$ cat src/rtl/inst_fetch_queue.sv
// Instruction fetch queue: issues single-cycle-latency instruction memory
// reads at the current PC and buffers {PC, instruction} pairs for decode.
// It also tells the PC register when to advance, and a redirect Flush drops
// all wrong-path work.
module inst_fetch_queue #(
   parameter int DATA_WIDTH = 32,
   parameter int DEPTH      = 4
) (
   input  logic                  clk,
   input  logic                  rst,
   input  logic [DATA_WIDTH-1:0] PC,
   output logic                  FetchEn,
   output logic                  IMemReq,
   output logic [DATA_WIDTH-1:0] IMemAddr,
   input  logic [DATA_WIDTH-1:0] IMemRdata,
   input  logic                  Flush,
   output logic                  ValidD,
   input  logic                  ReadyD,
   output logic [DATA_WIDTH-1:0] InstrD,
   output logic [DATA_WIDTH-1:0] PCD,
   output logic [DATA_WIDTH-1:0] PCPlus4D
);

   localparam int AW = $clog2(DEPTH);
   localparam int CW = AW + 1;

   localparam logic [CW:0]           DepthLim = (CW+1)'(DEPTH);
   localparam logic [CW-1:0]         CntOne   = CW'(1);
   localparam logic [AW-1:0]         PtrOne   = AW'(1);
   localparam logic [DATA_WIDTH-1:0] Four     = DATA_WIDTH'(4);

   logic [CW-1:0]         count_q, count_d;
   logic [AW-1:0]         head_q, head_d;
   logic [AW-1:0]         tail_q, tail_d;
   logic                  inFlight_q, inFlight_d;
   logic [DATA_WIDTH-1:0] inFlightPC_q, inFlightPC_d;
   logic [DATA_WIDTH-1:0] pcMem_q    [DEPTH];
   logic [DATA_WIDTH-1:0] instrMem_q [DEPTH];

   logic [CW:0]           occupancy;
   logic                  issue;
   logic                  push;
   logic                  pop;
   logic                  headValid;
   logic [DATA_WIDTH-1:0] headPC;

   // Issue only when a slot is reserved for the reply; a pop this cycle does not count.
   always_comb begin
      occupancy = {1'b0, count_q} + {{CW{1'b0}}, inFlight_q};
      issue     = !rst && !Flush && (occupancy < DepthLim);
      push      = inFlight_q && !Flush;
      headValid = !rst && !Flush && (count_q != '0);
      pop       = headValid && ReadyD;
      headPC    = pcMem_q[head_q];
   end

   assign FetchEn  = issue;
   assign IMemReq  = issue;
   assign IMemAddr = PC;
   assign ValidD   = headValid;
   assign PCD      = headValid ? headPC : '0;
   assign InstrD   = headValid ? instrMem_q[head_q] : '0;
   assign PCPlus4D = headValid ? (headPC + Four) : '0;

   // Next-state for occupancy, pointers and the outstanding-read tracker.
   always_comb begin
      count_d      = count_q;
      head_d       = head_q;
      tail_d       = tail_q;
      inFlight_d   = issue;
      inFlightPC_d = issue ? PC : inFlightPC_q;
      if (Flush) begin
         count_d    = '0;
         head_d     = '0;
         tail_d     = '0;
         inFlight_d = 1'b0;
      end else begin
         if (push) begin
            tail_d = tail_q + PtrOne;
         end
         if (pop) begin
            head_d = head_q + PtrOne;
         end
         case ({push, pop})
            2'b10:   count_d = count_q + CntOne;
            2'b01:   count_d = count_q - CntOne;
            default: count_d = count_q;
         endcase
      end
   end

   // Control state registers; reset overrides flush and everything else.
   always_ff @(posedge clk) begin
      if (rst) begin
         count_q      <= '0;
         head_q       <= '0;
         tail_q       <= '0;
         inFlight_q   <= 1'b0;
         inFlightPC_q <= '0;
      end else begin
         count_q      <= count_d;
         head_q       <= head_d;
         tail_q       <= tail_d;
         inFlight_q   <= inFlight_d;
         inFlightPC_q <= inFlightPC_d;
      end
   end

   // Entry storage: the returning read data is captured with the PC it was fetched from.
   always_ff @(posedge clk) begin
      if (!rst && push) begin
         pcMem_q[tail_q]    <= inFlightPC_q;
         instrMem_q[tail_q] <= IMemRdata;
      end
   end

endmodule

$ cat config.mk
export PLATFORM = sky130hd
export DESIGN_NAME = inst_fetch_queue
export DESIGN_NICKNAME = d
export VERILOG_FILES = /design/src/rtl/inst_fetch_queue.sv
export SDC_FILE = /design/constraint.sdc
export NUM_CORES = 1
export LEC_CHECK = 0
export ABC_AREA = 1
export BUFFER_PORTS_ARGS = -buffer_cell sky130_fd_sc_hd__clkbuf_2
export CAP_MARGIN = 25
export CORE_ASPECT_RATIO = 0.75
export CORE_MARGIN = 1
export CORE_UTILIZATION = 52
export CTS_CLUSTER_DIAMETER = 100
export DETAILED_ROUTE_END_ITERATION = 8
export GPL_TIMING_DRIVEN = 0
export PLACE_DENSITY = 0.76
export SLEW_MARGIN = 10
export SYNTH_ARGS = -nofsm -noshare
export SYNTH_HDL_FRONTEND = slang
export SYNTH_SLANG_ARGS = --single-unit
$ cat constraint.sdc
create_clock -name clk -period 5.1 [get_ports clk]
set_input_delay 1.275 -clock clk [delete_from_list [all_inputs] [get_ports clk]]
set_output_delay 1.275 -clock clk [all_outputs]
set_load 0.02 [all_outputs]
==> Word level (Yosys, flattened, before mapping) <==
Memories as Yosys holds them, arrays and structs flattened. A register that Yosys moved wholly into a read port is not among the register bits.
Index checks and enable logic that the tools add are counted.
{ "word_totals": {"reg_bits": 40, "ram_bits": 256, "input_bits": 68, "elab_cells": 37, "mem_count": 2} }
{ "op_classes": {"addsub": 6, "n_lt_le_gt_ge": 1, "eq_ne": 2, "muxes": 10, "n_reduce_logical": 11} }
{ "mem_list": {"columns": ["name", "words", "word_bits", "rd", "rd_clocked_by_memory_dff", "write_ports", "line", "rtl"], "rows": [
  ["instrMem_q", 4, 32, 1, 1, 1, "38", "logic [DATA_WIDTH-1:0] instrMem_q [DEPTH];"],
  ["pcMem_q", 4, 32, 1, 1, 1, "37", "logic [DATA_WIDTH-1:0] pcMem_q [DEPTH];"]
]} }
{ "op_table": {"columns": ["op", "count"], "rows": [
  ["$mux W32", 3],
  ["$add A32 B3 Y32 const B", 1],
  ["$mux W2", 4],
  ["$logic_and A1 B1 Y1", 6],
  ["$pmux W3 S2", 1],
  ["$add A2 B1 Y2 const B", 2],
  ["$add A3 B1 Y4", 1],
  ["$lt A4 B3 Y1 const B", 1],
  ["$add A3 B1 Y3 const B", 1],
  ["$reduce_bool A3 Y1", 1],
  ["$sub A3 B1 Y3 const B", 1],
  ["$eq A2 B1 Y1 const B", 1],
  ["$eq A2 B2 Y1 const B", 1],
  ["$logic_not A1 Y1", 2],
  ["$mux W1", 2],
  ["$reduce_bool A2 Y1", 1],
  ["$reduce_or A2 Y1", 1]
]} }

==> Logic depth before layout (Yosys ltp) <==
Gate-level depths: netlist of run 1.
{ "depth": {"word_depth": 6, "depth_mapped": 16, "ltp_nobuf": 14} }

==> Least setup slack after synthesis of run 1 <==
No wires, ideal clock.
{ "synth_timing": {"path_kind": "input-to-reg", "from": "in rst", "to": "mem instrMem_q[0][0], enable pin", "t_arrival_ns": 4.411, "required_ns": 4.614, "setup_slack_ns": 0.203, "path_stages": 4, "cell_sequence": "clkbuf_1 -> nor2_2 -> nand2_1 -> nor2_1"} }
{ "synth_via": {"elab_chain_cells": 4} }
{ "synth_lines": {"columns": ["item", "line", "rtl"], "rows": [
  ["start, declared", "10", "input logic rst,"],
  ["$logic_not A1 Y1", "111", "if (!rst && push) begin"],
  ["$logic_and A1 B1 Y1", "111", null],
  ["$mux W1", "111", null],
  ["$mux W1 (implied by the code)", "113", "instrMem_q[tail_q] <= IMemRdata;"],
  ["end, declared", "38", null]
]} }
No other way between the ends.

==> Final worst setup path of run 1 <==
{ "layout_timing": {"from": "in rst", "to": "out PCPlus4D[0]"} }
{ "layout_via": {"elab_chain_cells": 4} }
{ "layout_lines": {"columns": ["item", "line", "rtl"], "rows": [
  ["$logic_not A1 Y1", "52", "headValid = !rst && !Flush && (count_q != '0);"],
  ["$logic_and A1 B1 Y1 (2 in series)", "52", null],
  ["$mux W32", "63", "assign PCPlus4D = headValid ? (headPC + Four) : '0;"],
  ["end, declared", "21", "output logic [DATA_WIDTH-1:0] PCPlus4D"]
]} }
No other way between the ends.

==> flow_metrics.env, run 1 <==
export IMPL_postRouteAntennaNets=0
export IMPL_status="complete, no violations"
export IMPL_synth_area_leaders="edfxtp_1 (57%), nand2_1 (11%), nor2_1 (7.1%)"
export IMPL_p_total_mw=5.045
export IMPL_timing_fmax_mhz=205.5
export IMPL_worst_pin_slew_ps=808.7
export IMPL_synth_seq_cells=298
export IMPL_placed_area_mm2=0.01507
export IMPL_post_place_cells=1939
export IMPL_grt_overflow=0
export IMPL_cts_hold_buf=0
export IMPL_skew_ps=15.17
export IMPL_postSynthCellCount=1394
export IMPL_finalSetupTns_ps=0
export IMPL_drt_wl_total_mm=36.25
export IMPL_p_leak_nw=6.613
export IMPL_synth_avg_cell_area_um2=9.622
export IMPL_hp_class="flop to flop"
export IMPL_layout_nets=1707
export IMPL_critPathArrivalTime_ps=3590
export IMPL_synth_edff_count=256
export IMPL_numCtsBuffers=29
export IMPL_drt_vias_per_instance=5.379
export IMPL_grt_pass1_wl_mm=54.99
export IMPL_cts_root_buf="clkbuf_16"
export IMPL_grt_usage_pct=27.29
export IMPL_cts_resized=0
export IMPL_rsz0062_at_grt="false"
export IMPL_postCtsSetupBuffers=0
export IMPL_io_buffers=197
export IMPL_finalCriticalPeriod_ps=4865
export IMPL_cts_htree_levels=1
export IMPL_ys_warn_count=0
export IMPL_maxSlewViolCount=0
export IMPL_diodes=0
export IMPL_finalWeightedCongestion=0.9701
export IMPL_clock_latency_ps=560
export IMPL_async_reset_ff_share_pct=0
export IMPL_drive_gt1_share_pct=21.81
export IMPL_ios=199
export IMPL_drv_cap=0
export IMPL_cp_start_kind="primary input"
export IMPL_synth_top_area_share_pct=57.31
export IMPL_dpl_hpwl_mm=25.15
export IMPL_fin_crit_sh_pct=95.40
export IMPL_drt_first_pass_iters=6
export IMPL_ir_drop_mv=0.2706
export IMPL_syn_area_mm2=0.01341
export IMPL_slew_headroom_pct=45.96
export IMPL_start_util_pct=53.33
export IMPL_coreArea_mm2=0.02515
export IMPL_crit_reg2reg_capture="count_q[2]"
export IMPL_grt_start_max_net_pins=27
export IMPL_r2r_setup_slack_ps=2970
export IMPL_worstReg2RegStart="count_q[2]"
export IMPL_clk_pin_slew_ps=60
export IMPL_cp_max_fo=10
export IMPL_die_h_um=141.1
export IMPL_powerDensity_mw_per_mm2=314.2
export IMPL_grt_pass1_vias=10110
export IMPL_antenna_found_initial=0
export IMPL_setup_ws_ps=234.7
export IMPL_cp_endpoint="PCPlus4D[0]"
export IMPL_clkSinkCount=298
export IMPL_yosys_area_top_type="edfxtp_1"
export IMPL_final_hold_viol_count=0
export IMPL_regArea_mm2=0.008528
export IMPL_drc=0
export IMPL_cp_data_required_time_ps=3830
export IMPL_syn_num_nets=1469
export IMPL_pre_cts_slack_ps=282.5
export IMPL_cts_tree="built"
export IMPL_dieArea_mm2=0.02645
export IMPL_post_drt_wl_per_cell_um=18.19
export IMPL_vias=10720
export IMPL_final_cell_area_mm2=0.01606
export IMPL_syn_to_final_growth_pct=19.70
export IMPL_drt_iter0_drc=1207
export IMPL_fill_cells=2007
export IMPL_setup_viol=0
export IMPL_ys_types=31
export IMPL_rows=50
export IMPL_ys_flop_type="edfxtp_1"
export IMPL_multi_input_area_mm2=0.004079
export IMPL_final_cells=1993
export IMPL_crit_path_end_kind="primary output"
export IMPL_yosysSeqAreaShare_pct=63.58
export IMPL_die_w_um=187.5
export IMPL_r2r_cells=9
export IMPL_clockBufferDepth=3
export IMPL_min_from="inFlightPC_q[29]"
export IMPL_worst_setup_path_type="primary input to primary output"
export IMPL_crit_start="rst"
## layout make-up
class	instances	area share [%]
clock buffers	40	5.362
repair buffers	207	7.450
multi-input cells	940	25.41
flip-flops and latches	298	53.12
clock inverters	14	0.7949
inverters	55	1.333
plain buffers	101	3.904
well taps	338	2.634
## cells in the final DEF, fill, tap and decap left out, drive strengths merged, types with 42 or more instances in the layout
master  Yosys  layout
a21oi      85      85
buf        84      94
clkbuf     17     254
dfxtp      42      42
edfxtp    256     256
inv        55      59
nand2     413     413
nand3      68      68
nor2      265     265
o21ai      85      85
## state kept, by name, summed over array words and instances (netlist names), named ones only
name / flops
inFlightPC_q: 32
tail_q: 2
count_q: 3
inFlight_q: 1
instrMem_q: 128
pcMem_q: 128
head_q: 2
## how the worst min path moves through the flow
stage | endpoint | slack, ps | cells after the start
finish | inFlightPC_q[29] | 500 | 2
global route | pcMem_q[1][29] | 510 | 0
CTS | pcMem_q[1][29] | 500 | 0
detailed placement | pcMem_q[3][29] | 490 | 0
global placement | head_q[1] | 460 | 2
floorplan | flop | 440 | 2
## through the flow
| stage | hold slack (ps) | util (%) |
|---|---|---|
| 2_1_floorplan | 435.6 | - |
| 3_3_place_gp | 456.3 | 58.94 |
| 3_5_place_dp | 485.5 | 59.91 |
| 4_1_cts | 500.8 | 63.84 |
| 5_1_grt | 512.8 | 63.84 |
| 6_report | 504.6 | 63.84 |
## cell usage after synthesis, types with 9 or more instances
library cell and number:
a21oi_1 85, buf_1 9, buf_2 27, buf_4 40, clkbuf_1 17, dfxtp_1 42, edfxtp_1 256, inv_1 50
nand2_1 408, nand3_1 67, nor2_1 253, o21ai_0 85
## routing by layer
| layer | part of all wire (%) | GRT usage [%] |
|---|---|---|
| met5 | 0 | 0 |
| met3 | 10 | 4.655 |
| met2 | 44 | 42.24 |
| met4 | 2.9 | 8.815 |
| met1 | 43 | 39.47 |
## cell families (layout without fill, tap and decap cells)
kind of cell             Yosys count  count (layout)  share of synthesized area (%)
AO/OA/AOI/OAI                    175             175                          6.642
XOR/XNOR                           2               2                         0.1306
adder cells (fa/ha/maj)            7               7                         0.7089
buffers and inverters            156             417                          6.269
flip-flops                       298             298                          63.58
AND/OR/NAND/NOR                  756             756                          22.67
## worst max-delay path, stage by stage
cell,delay [ps]
clkbuf_1,290
nor2_2,160
o31ai_2,110
buf_4,240
clkbuf_1,630
buf_2,430
a21oi_1,150
buf_4,160
clkbuf_2,140
## where the power goes
part | total (mW) | switching, mW | internal (mW)
sequential | 2.68 | 0.0194 | 2.66
clock | 2.16 | 0.917 | 1.25
combinational | 0.199 | 0.125 | 0.0739
total | 5.04 | 1.06 | 3.98
No activity file was read; power rests on OpenSTA's default activity.
==> inputs of run 2 (changes only) <==
--- a/config.mk
+++ b/config.mk
@@ -10,12 +10,13 @@
 export CAP_MARGIN = 25
 export CORE_ASPECT_RATIO = 0.75
 export CORE_MARGIN = 1
-export CORE_UTILIZATION = 52
+export CORE_UTILIZATION = 40
 export CTS_CLUSTER_DIAMETER = 100
 export DETAILED_ROUTE_END_ITERATION = 8
 export GPL_TIMING_DRIVEN = 0
-export PLACE_DENSITY = 0.76
+export PLACE_DENSITY = 0.58
 export SLEW_MARGIN = 10
 export SYNTH_ARGS = -nofsm -noshare
 export SYNTH_HDL_FRONTEND = slang
 export SYNTH_SLANG_ARGS = --single-unit
+export TNS_END_PERCENT = 50
==> constraint.sdc (replaced) <==
create_clock -name clk -period 4.65 [get_ports clk]
set_input_delay 1.1625 -clock clk [delete_from_list [all_inputs] [get_ports clk]]
set_output_delay 1.1625 -clock clk [all_outputs]
set_load 0.02 [all_outputs]
==> run 2 against run 1 <==
Net effect:
- power grew 13%
- sequential share of layout area shrank 0.92 points
- sequential power grew 9.7%
- die area grew 30%
- cell count grew 5.5%
- routed wire length grew 4.4%
- design area grew 1.8%
- core utilization shrank 14 points
- critical path type unchanged
- largest power group unchanged
==> flow_metrics.env, run 2 (same netlist as run 1, synthesis figures left out) <==
export IMPL_wl_met2_mm=16.61
export IMPL_cp_start_kind="primary input"
export IMPL_mostFrequentLayoutCell="nand2_1"
export IMPL_drt_vias_per_instance=4.958
export IMPL_grt_usage_pct=22.24
export IMPL_r2r_cells=9
export IMPL_clkSinkCount=298
export IMPL_grt_overflow=0
export IMPL_rows=57
export IMPL_ios=199
export IMPL_timing_fmax_mhz=223.8
export IMPL_antenna_found_initial=0
export IMPL_switchingPower_mw=1.199
export IMPL_cpPeakStageDelay_ps=340
export IMPL_post_place_cells=2045
export IMPL_postRouteAntennaNets=0
export IMPL_min_from="head_q[1]"
export IMPL_placed_area_mm2=0.01526
export IMPL_vias=10430
export IMPL_comb_power_share_pct=3.8
export IMPL_wl_met1_mm=17.63
export IMPL_p_int_mw=4.509
export IMPL_sw_frac_of_total_pct=21.00
export IMPL_postCtsSetupBuffers=0
export IMPL_crit_family="buffers and inverters"
export IMPL_drc=0
export IMPL_clock_latency_ps=570
export IMPL_wl_met3_mm=2.783
export IMPL_finalCriticalPeriod_ps=4469
export IMPL_drt_first_pass_iters=6
export IMPL_drv_cap=0
export IMPL_fill_cells=3049
export IMPL_grt_start_max_net_pins=23
export IMPL_drt_iter0_drc=998
export IMPL_drive_gt1_share_pct=22.34
export IMPL_dpl_hpwl_mm=27.55
export IMPL_final_cells=2103
export IMPL_cp_slowest_cell="a21oi_1"
export IMPL_worst_setup_path_type="primary input to primary output"
export IMPL_holdPathStages=2
export IMPL_crit_reg2reg_capture="count_q[2]"
export IMPL_die_h_um=160.6
export IMPL_worstReg2RegStart="count_q[2]"
export IMPL_p_leak_nw=6.676
export IMPL_critPathArrivalTime_ps=3310
export IMPL_rsz0062_at_grt="false"
export IMPL_io_buffers=197
export IMPL_power_frac_seq_pct=51.6
export IMPL_finalWeightedCongestion=0.9402
export IMPL_slew_headroom_pct=45.61
export IMPL_clockBufferDepth=3
export IMPL_syn_to_final_growth_pct=21.80
export IMPL_layout_nets=1711
export IMPL_cts_root_buf="clkbuf_16"
export IMPL_top_regs="instrMem_q (128), pcMem_q (128), inFlightPC_q (32)"
export IMPL_worst_pin_slew_ps=813.9
export IMPL_start_util_pct=41.06
export IMPL_cp_cell_sequence="clkbuf_1 -> nor2_2 -> o31ai_2 -> buf_4 -> clkbuf_2 -> buf_2 -> a21oi_1 -> buf_4 -> clkbuf_2"
export IMPL_diodes=0
export IMPL_numCtsBuffers=31
export IMPL_cts_hold_buf=0
export IMPL_dieArea_mm2=0.03428
export IMPL_ir_drop_mv=0.2730
export IMPL_grt_pass1_vias=9821
export IMPL_routed_top_layer="met4"
export IMPL_die_w_um=213.4
export IMPL_clk_pin_slew_ps=60
export IMPL_drt_wl_total_mm=37.86
export IMPL_setup_viol=0
export IMPL_r2r_setup_slack_ps=2610
export IMPL_hp_class="flop to flop"
export IMPL_clkPwrFrac_pct=44.6
export IMPL_cts_tree="built"
export IMPL_fin_crit_sh_pct=96.10
export IMPL_cts_htree_levels=1
export IMPL_grt_pass1_wl_mm=57.18
export IMPL_powerDensity_mw_per_mm2=349.4
export IMPL_skew_ps=22.35
export IMPL_crit_path_end_kind="primary output"
export IMPL_final_hold_viol_count=0
export IMPL_cp_data_required_time_ps=3490
export IMPL_post_drt_wl_per_cell_um=18.00
export IMPL_final_cell_area_mm2=0.01634
export IMPL_final_cell_mix="nand2_1 (407), edfxtp_1 (256), nor2_1 (248)"
export IMPL_maxSlewViolCount=0
export IMPL_coreArea_mm2=0.03266
export IMPL_cp_buffers_inverters=6
export IMPL_cp_max_fo=10
export IMPL_status="complete, no violations"
[run 2: cell types whose count changed in the layout (fill, tap and decap cells not counted), sizes merged]
cell | previous run | this run
bufinv | 1 | 5
clkbuf | 254 | 248
clkinv | 9 | 17
clkinvlp | 0 | 2
inv | 59 | 57
[run 2: layout make-up]
class | count | area, um^2 | share of cell area (%)
Buffer | 101 | 635.6 | 3.891
Clock buffer | 32 | 779.5 | 4.771
Clock inverter | 26 | 284.0 | 1.739
Inverter | 55 | 214.0 | 1.310
Multi-Input combinational cell | 940 | 4084 | 25.00
Sequential cell | 298 | 8528 | 52.20
Tap cell | 442 | 553.0 | 3.385
Timing Repair Buffer | 209 | 1259 | 7.705
[run 2: metal layers]
layer	track usage [%]	vias up
met3	3.305	63
met5	0	-
li1	-	5095
met4	5.260	0
met1	33.51	4913
met2	33.63	356
[run 2: per-stage QoR]
step	total power [mW]	setup slack [ps]	hold WS (ps)	util, %	TNS, ps
floorplan	3.112	-134.5	435.6	-	-34420
global placement	3.213	-2857	450.6	45.77	-719910
detailed placement	3.221	-21.36	455.8	46.72	-36.44
CTS	5.753	19.72	466.3	49.98	0
global route	5.875	52.22	520.6	50.02	0
finish	5.708	181.3	466.6	50.02	0
[run 2: how the worst max path moves through the flow]
stage                       endpoint  startpoint  cells after the start
floorplan           instrMem_q[0][0]         rst                      4
global placement    instrMem_q[3][7]         rst                      4
detailed placement       PCPlus4D[1]         rst                      9
CTS                     PCPlus4D[14]        flop                     13
global route            PCPlus4D[24]        flop                     15
finish                   PCPlus4D[1]         rst                      9
[run 2: power by group through the flow]
stage                     combinational, mW  clock, mW  sequential (mW)
after floorplan                       0.119          0             2.99
after global placement                0.211          0             3.00
after detailed placement              0.220          0             3.00
after CTS                             0.221       2.59             2.94
after global routing                  0.242       2.69             2.95
final                                 0.220       2.54             2.94
[run 2: repair_timing]
item,CTS,global route
cloned,0,0
hold endpoints to repair,0,0
setup endpoints to repair,3,9
gates resized for setup,2,4
[run 2: worst min-delay path: stages (launching register included)]
cell     delay (ps)
dfxtp_1         300
inv_1            50
a21oi_1          70
==> inputs of run 3 (changes only) <==
--- a/config.mk
+++ b/config.mk
@@ -10,11 +10,13 @@
 export CAP_MARGIN = 25
 export CORE_ASPECT_RATIO = 0.75
 export CORE_MARGIN = 1
-export CORE_UTILIZATION = 40
+export CORE_UTILIZATION = 54
 export CTS_CLUSTER_DIAMETER = 100
 export DETAILED_ROUTE_END_ITERATION = 8
+export GPL_ROUTABILITY_DRIVEN = 0
 export GPL_TIMING_DRIVEN = 0
-export PLACE_DENSITY = 0.58
+export PLACE_DENSITY = 0.75
+export REMOVE_ABC_BUFFERS = 1
 export SLEW_MARGIN = 10
 export SYNTH_ARGS = -nofsm -noshare
 export SYNTH_HDL_FRONTEND = slang
==> run 3 against run 2 <==
Net effect:
- maximum frequency is essentially flat
- design area shrank 3.2%
- via count shrank 3.7%
- routed wire length shrank 14%
- clock power shrank 11%
- first-iteration DRC count shrank 2.9%
- sequential share of layout area grew 1.8 points
- setup slack gained 1.0 ps
- critical endpoint is now PCPlus4D[15]
- largest cell class unchanged
==> flow_metrics.env, run 3 (same netlist as run 1, synthesis figures left out) <==
export IMPL_cp_cell_sequence="clkbuf_4 -> nor2_4 -> o31ai_4 -> buf_16 -> clkinvlp_4 -> o21ai_0 -> nor2_1 -> clkbuf_2"
export IMPL_rsz0062_at_grt="false"
export IMPL_dieArea_mm2=0.02548
export IMPL_rows=49
export IMPL_cpPeakStageDelay_ps=350
export IMPL_cp_slowest_cell="clkbuf_4"
export IMPL_worst_pin_slew_ps=807.5
export IMPL_layout_nets=1623
export IMPL_post_drt_wl_per_cell_um=17.18
export IMPL_drv_cap=0
export IMPL_final_cell_area_mm2=0.01581
export IMPL_start_util_pct=55.53
export IMPL_drt_first_pass_iters=5
export IMPL_grt_pass1_vias=9125
export IMPL_cts_htree_levels=1
export IMPL_drt_vias_per_instance=5.281
export IMPL_cts_root_buf="clkbuf_16"
export IMPL_numCtsBuffers=28
export IMPL_status="complete, no violations"
export IMPL_r2r_setup_slack_ps=2340
export IMPL_worst_setup_path_type="primary input to primary output"
export IMPL_syn_to_final_growth_pct=17.85
export IMPL_diodes=0
export IMPL_cts_tree="built"
export IMPL_hp_class="flop to flop"
export IMPL_cp_data_required_time_ps=3490
export IMPL_drt_wl_total_mm=32.66
export IMPL_worstReg2RegStart="count_q[0]"
export IMPL_crit_path_end_kind="primary output"
export IMPL_cp_start_kind="primary input"
export IMPL_die_h_um=138.5
export IMPL_grt_pass1_wl_mm=49.29
export IMPL_postRouteAntennaNets=0
export IMPL_cp_max_fo=33
export IMPL_dpl_hpwl_mm=19.63
export IMPL_min_from="head_q[1]"
export IMPL_antenna_found_initial=0
export IMPL_skew_ps=18.21
export IMPL_clk_pin_slew_ps=60
export IMPL_slew_headroom_pct=46.16
export IMPL_grt_usage_pct=25.03
export IMPL_powerDensity_mw_per_mm2=341.4
export IMPL_final_cell_mix="nand2_1 (408), edfxtp_1 (256), nor2_1 (248)"
export IMPL_final_hold_viol_count=0
export IMPL_die_w_um=184.0
export IMPL_crit_start="rst"
export IMPL_ir_drop_mv=0.2551
export IMPL_finalCriticalPeriod_ps=4468
export IMPL_coreArea_mm2=0.02416
export IMPL_ios=199
export IMPL_clockBufferDepth=3
export IMPL_critPathArrivalTime_ps=3310
export IMPL_top_regs="instrMem_q (128), pcMem_q (128), inFlightPC_q (32)"
export IMPL_cts_hold_buf=0
export IMPL_clkSinkCount=298
export IMPL_grt_start_max_net_pins=135
export IMPL_finalSetupTns_ps=0
export IMPL_placed_area_mm2=0.01471
export IMPL_drive_gt1_share_pct=19.43
export IMPL_mostFrequentLayoutCell="nand2_1"
export IMPL_setup_viol=0
export IMPL_vias=10040
export IMPL_maxSlewViolCount=0
export IMPL_io_buffers=198
export IMPL_drt_iter0_drc=969
export IMPL_grt_overflow=0
export IMPL_clock_latency_ps=540
export IMPL_drc=0
export IMPL_fin_crit_sh_pct=96.08
export IMPL_timing_fmax_mhz=223.8
export IMPL_p_leak_nw=6.374
[run 3: changes by cell type in the layout (fill, tap and decap cells not counted), sizes merged]
cell,before,now
clkinvlp,2,1
inv,57,55
buf,94,21
clkbuf,248,233
bufinv,5,3
bufbuf,0,2
[run 3: final timing paths]
kind	end	depth (start not counted)
setup / recovery	PCPlus4D[15]	8
hold / removal	flop	2
setup reg to reg	count_q[2]	9
hold reg to reg	flop	2
[run 3: routing by layer]
metal	global-route usage [%]	vias to the layer above	part of all wire, %
met5	0	-	0
met4	6.053	0	1.8
met3	3.109	47	8.1
met2	40.11	446	46
met1	36.48	4622	44
li1	-	4924	-
[run 3: area by class of cell]
cell class	count	area (um^2)
Sequential cell	298	8536
Fill cell	1956	8348
Multi-Input combinational cell	940	4100
Timing Repair Buffer	222	1548
Clock buffer	34	744.5
Tap cell	331	414.1
Inverter	55	262.8
Clock inverter	18	168.9
Timing Repair inverter	3	33.78
[run 3: power breakdown]
group	internal (mW)	total (mW)	switching (mW)
Clock	1.31	2.26	0.953
Combinational	0.0669	0.200	0.133
Sequential	2.92	2.94	0.0180
[run 3: repair_timing]
item                                    CTS  global route
cloned                                    2             4
hold endpoints to repair                  0             0
resized for setup                        11             2
endpoints found under the setup margin   32             9
buffers inserted                          3             0
pin swaps                                 1             0
[run 3: worst max-delay path, delay by kind of cell]
kind	cells	cell delay, ps
compound gates	2	440
buf+inv	4	1130
simple gates	2	520
[run 3: stage by stage]
stage	worst slack, ps	utilization [%]	power [mW]	hold WS [ps]	instances
finish	182.4	65.44	5.397	452.7	1901
global route	23.99	65.44	5.558	475.1	1901
CTS	53.15	65.23	5.435	462.9	1898
detailed placement	-530.4	60.91	3.192	451.8	1842
global placement	-7968	58.75	3.180	444.3	1822
floorplan	-2920	-	3.064	435.6	1293
